===== src/rtl/if_stage_pkg.sv =====
// Fetch-stage shared bus macros, types and FSM state encodings.
// IF_PERF_CNT_EN in if_stage adds fetch/stall performance counters.
`ifndef IF_STAGE_DEFS
`define IF_STAGE_DEFS
`define INST_BUS [31:0]
`define ADDR_BUS [63:0]
`define PC_START 64'h80000000
`endif

package if_stage_pkg;

  typedef logic `INST_BUS inst_t;
  typedef logic `ADDR_BUS addr_t;

  localparam addr_t PC_START = `PC_START;

  typedef enum logic [1:0] {
    S_REQ  = 2'd0,
    S_WAIT = 2'd1,
    S_HOLD = 2'd2
  } state_t;

endpackage


===== src/rtl/if_stage.sv =====
// Instruction fetch stage: PC register, single-outstanding fetch FSM.
// Define IF_PERF_CNT_EN to add perf_fetch_cnt/perf_stall_cnt outputs.
module if_stage
  import if_stage_pkg::*;
#(
  parameter addr_t       PC_RESET = PC_START,
  parameter int unsigned PC_STEP  = 4
) (
  input  logic  clock,
  input  logic  reset,
  input  logic  redirect_valid,
  input  addr_t redirect_pc,
  output logic  inst_req_valid,
  input  logic  inst_req_ready,
  output addr_t inst_req_addr,
  input  logic  inst_rsp_valid,
  input  inst_t inst_rsp_data,
  output logic  out_valid,
  input  logic  out_ready,
  output addr_t out_pc,
  output inst_t out_inst
`ifdef IF_PERF_CNT_EN
  ,
  output logic [63:0] perf_fetch_cnt,
  output logic [63:0] perf_stall_cnt
`endif
);

  localparam addr_t STEP = addr_t'(PC_STEP);

  state_t state, state_n;
  addr_t  pc, pc_n;
  logic   drop, drop_n;
  logic   ov_n;
  addr_t  opc_n;
  inst_t  oinst_n;
  addr_t  redir;

  wire unused_lo = &{1'b0, redirect_pc[1:0]};

  assign redir          = {redirect_pc[63:2], 2'b00};
  assign inst_req_valid = (state == S_REQ);
  assign inst_req_addr  = pc;

  always_comb begin
    state_n = state;
    pc_n    = pc;
    drop_n  = drop;
    ov_n    = out_valid;
    opc_n   = out_pc;
    oinst_n = out_inst;
    unique case (state)
      S_REQ: begin
        if (redirect_valid) begin
          pc_n = redir;
          // request already left: its response must be dropped
          if (inst_req_ready) begin
            state_n = S_WAIT;
            drop_n  = 1'b1;
          end
        end else if (inst_req_ready) begin
          state_n = S_WAIT;
          drop_n  = 1'b0;
        end
      end
      S_WAIT: begin
        if (redirect_valid) begin
          pc_n = redir;
          if (inst_rsp_valid) begin
            state_n = S_REQ;
            drop_n  = 1'b0;
          end else begin
            drop_n = 1'b1;
          end
        end else if (inst_rsp_valid) begin
          if (drop) begin
            drop_n  = 1'b0;
            state_n = S_REQ;
          end else begin
            ov_n    = 1'b1;
            opc_n   = pc;
            oinst_n = inst_rsp_data;
            state_n = S_HOLD;
          end
        end
      end
      S_HOLD: begin
        if (redirect_valid) begin
          pc_n    = redir;
          ov_n    = 1'b0;
          state_n = S_REQ;
        end else if (out_ready) begin
          pc_n    = pc + STEP;
          ov_n    = 1'b0;
          state_n = S_REQ;
        end
      end
      default: begin
        state_n = S_REQ;
        ov_n    = 1'b0;
      end
    endcase
  end

  always_ff @(posedge clock) begin
    if (reset) begin
      state     <= S_REQ;
      pc        <= PC_RESET;
      drop      <= 1'b0;
      out_valid <= 1'b0;
      out_pc    <= '0;
      out_inst  <= '0;
    end else begin
      state     <= state_n;
      pc        <= pc_n;
      drop      <= drop_n;
      out_valid <= ov_n;
      out_pc    <= opc_n;
      out_inst  <= oinst_n;
    end
  end

`ifdef IF_PERF_CNT_EN
  logic handoff;
  logic stall;

  // a redirect cancels the handoff in the same cycle
  assign handoff = out_valid & out_ready & ~redirect_valid;
  assign stall   = out_valid & ~out_ready;

  always_ff @(posedge clock) begin
    if (reset) begin
      perf_fetch_cnt <= '0;
      perf_stall_cnt <= '0;
    end else begin
      if (handoff) perf_fetch_cnt <= perf_fetch_cnt + 64'd1;
      if (stall)   perf_stall_cnt <= perf_stall_cnt + 64'd1;
    end
  end
`endif

endmodule

===== config.mk =====
export PLATFORM = sky130hd
export DESIGN_NAME = if_stage
export DESIGN_NICKNAME = d
export VERILOG_FILES = /design/src/rtl/if_stage_pkg.sv /design/src/rtl/if_stage.sv
export SDC_FILE = /design/constraint.sdc
export NUM_CORES = 1
export LEC_CHECK = 0
export BUFFER_PORTS_ARGS = -buffer_cell sky130_fd_sc_hd__buf_2
export CAP_MARGIN = 0
export CORE_MARGIN = 5
export CORE_UTILIZATION = 40
export CTS_BUF_LIST = sky130_fd_sc_hd__clkbuf_8
export DETAILED_ROUTE_END_ITERATION = 10
export GPL_TIMING_DRIVEN = 0
export HOLD_SLACK_MARGIN = 0.06
export PLACE_DENSITY = 0.69
export SLEW_MARGIN = 20
export SYNTH_ARGS = -nofsm -noshare
export SYNTH_HDL_FRONTEND = slang
export SYNTH_SLANG_ARGS = --single-unit

===== constraint.sdc =====
create_clock -name clock -period 2.46 [get_ports clock]
set_input_delay 0.123 -clock clock [delete_from_list [all_inputs] [get_ports clock]]
set_output_delay 0.123 -clock clock [all_outputs]
set_load 0.02 [all_outputs]

==> flow_metrics.tcl <==
set metrics [dict create \
    path_buf_inv 1 \
    dp.cells 1557 \
    synth.distinct_cells 61 \
    crit_chain "inv_1, or4_4, or3_4, nor4_4, mux2_4, a31oi_4" \
    finalHoldViolations 0 \
    dr.first_iter.drc_count 1141 \
    whs_ps 82.2 \
    grt_pass1_vias 8859 \
    crit_type "reg -> reg" \
    grt_usage_pct 28.5 \
    drive_gt1_share_pct 28.7 \
    syn_inst 1039 \
    cts_buffer_depth 2 \
    cp.required_ps 2860 \
    start_util_pct 40.9 \
    yosys_register_bits 160 \
    drc_errors 0 \
    final.setup.tns_ps 0 \
    yosysMostFrequentCell "nand2_1" \
    numCtsBuffers 17 \
    fin_crit_ps 2420 \
    power_density_nw_per_um2 542 \
    crit_family "simple AND/OR/NAND/NOR gates" \
    final_cells 1693 \
    rsz0062_at_grt "yes" \
    syn_to_final_growth_pct 43.3 \
    drv_cap 0 \
    slew_headroom_pct 39.7 \
    run_status "finished, final reports clean" \
    synthFlopType "dfxtp_1" \
    cp_max_fo 6 \
    post-route-period-util_pct 98.5 \
    die_area_um2 22200 \
    drtAntennaViolNets 0 \
    portBuffers 255 \
    path_clk_slew_ps 90 \
    synth_top_cell_by_area "dfxtp_1" \
    rrSetupSlack_ps 40 \
    dr.pass1.iters 7 \
    arrival_ps 2830 \
    critical-path-max-stage-delay_ps 560 \
    gp_congestion 0.971 \
    ys_warn_count 0 \
    report.final.slew_viol_count 0 \
    async_flop_share_pct 0 \
    nNetsFinal 1521 \
    synthTopCellsByArea "dfxtp_1 (41%), nand2_1 (12%), a21oi_1 (9.3%)" \
    detailedPlacementHpwl_um 22900 \
    tritoncts "done" \
    syn-cell-area_um2 7740 \
    grt_pass1_wl_um 49700 \
    rows 50 \
    wl_per_cell_um 19.6 \
    vias 9499 \
    drt-total-wl_um 33200 \
    grt_max_degree 17 \
    antenna_found_initial 0 \
    overflow 0 \
    worstMarginPinSlew_ps 904 \
    viasPerCell 5.61 \
    root_buffer "clkbuf_8" \
    synthTopCellsByCount "nand2_1 (253), dfxtp_1 (160), a21oi_1 (144), clkbuf_1 (60), nor2_1 (60)" \
    insertion_delay_ps 480 \
    fill_cells 1791 \
    worstSetupEndpointType "flop" \
    max_freq_mhz 413 \
    pin_count 264 \
    synth_seq_area_share_pct 41.4 \
    synth_edf_count 0 \
    skew_ps 11.2 \
    synth_top_area_share_pct 41.4 \
    setup_viol 0 \
    syn_avg_cell_area_um2 7.45 \
    cts_max_level 4 \
    leakage_nw 4.58 \
    die_w_um 149 \
    max-vdd-ir-drop_uv 344 \
    cts_sinks 160 \
    min_path_type "in -> reg" \
    die_h_um 149 \
    slowest_stage "or4_4" \
    cp-start-kind "flop" \
    core_region_area_um2 18900 \
]
==> area by class of cell <==
class | instances | area, um2 | area share, %
clock inverters | 15 | 229 | 2.07
clock buffers | 17 | 234 | 2.11
plain buffers | 84 | 395 | 3.57
flip-flops and latches | 160 | 3280 | 29.6
well taps | 260 | 325 | 2.93
multi-input cells | 788 | 4310 | 38.9
diodes | 2 | 5.00 | 0.0451
repair buffers | 362 | 2290 | 20.7
inverters | 5 | 18.8 | 0.169
==> per-layer routing <==
layer  vias to the layer above  GRT usage [%]  routed length, um  share of wire (%)
met5                         -              0                  0                  0
met4                         0           12.5               1270                3.8
met3                        98           6.35               3560                 11
met2                       569           45.9              15300                 46
met1                      4376           36.6              13000                 39
li1                       4456              -                  -                  -
==> flip-flops by register name (all words and copies together), names as in the netlist <==
signal         cells
drop               1
out_valid          1
out_pc            62
state              2
inst_req_addr     62
out_inst          32
==> power breakdown <==
group	internal [mW]	total, mW	leakage (nW)	switching, mW
logic	0.362	0.864	3.03	0.502
registers	2.68	2.82	1.32	0.145
clock network	1.22	2.32	0.233	1.10
total	4.26	6.01	4.58	1.74
==> placed cells by master, fill, tap and decap left out, types with 6 or more instances in the layout <==
cell type	synthesis	routed
a21o_1	13	13
o31ai_1	10	10
a21oi_1	144	144
buf_4	4	27
clkbuf_8	0	17
buf_2	6	264
dfxtp_1	160	127
o211ai_1	8	8
nand3_1	30	30
dfxtp_4	0	14
clkbuf_1	60	45
nand3b_1	7	7
clkbuf_2	2	17
dfxtp_2	0	19
dlygate4sd3_1	0	85
nor2_1	60	60
or3_1	8	6
o21ai_0	28	28
o22ai_1	19	19
nand2_1	253	251
mux2i_1	15	15
and3_1	14	14
a22oi_1	15	15
nor3_1	28	27
a31oi_1	10	9
nand4_1	27	27
and4_1	10	9
nor4_1	15	14
==> logic make-up (layout without fill, tap and decap cells) <==
family / after synthesis / count (layout) / share of synthesized area [%]
multiplexers: 17 / 17 / 2.23
AO/OA/AOI/OAI: 270 / 270 / 20.5
other: 1 / 6 / 0.0485
buffers and inverters: 94 / 483 / 4.98
AND/OR/NAND/NOR: 496 / 496 / 30.7
flip-flops: 160 / 160 / 41.4
adder cells (fa/ha/maj): 1 / 1 / 0.162
==> timing repair <==
item | 4_1_cts | 5_1_grt
endpoints found under the setup margin | 97 | 112
gates cloned | 0 | 1
resized for setup | 37 | 63
pin swaps | 6 | 9
endpoints found under the hold margin | 86 | 0
setup buffers | 8 | 13
hold buffers | 85 | 0
==> per-stage QoR <==
stage	cell area, um2	power (mW)	util [%]	worst slack, ps
global placement	9390	3.58	49.7	-371
detailed placement	9390	3.59	49.7	-393
CTS	10900	5.98	57.5	2.03
finish	11100	6.01	58.7	36.0
floorplan	7780	3.25	-	-26.0
global route	11100	6.21	58.7	-63.9
==> path summary, 6_finish.rpt <==
| path | from | endpoint | cells past startpoint |
|---|---|---|---|
| max reg2reg | inst_req_addr[15] | inst_req_addr[58] | 6 |
| min reg2reg | out_pc[29] | out_pc[29] | 2 |
| max | inst_req_addr[15] | inst_req_addr[58] | 6 |
| min | redirect_pc[44] | inst_req_addr[44] | 4 |
==> worst min-delay path: stages <==
cell and delay [ps]:
buf_2 120, nand3_1 60, a21o_1 110, o311ai_0 100
(Power assumes the default switching activity.)
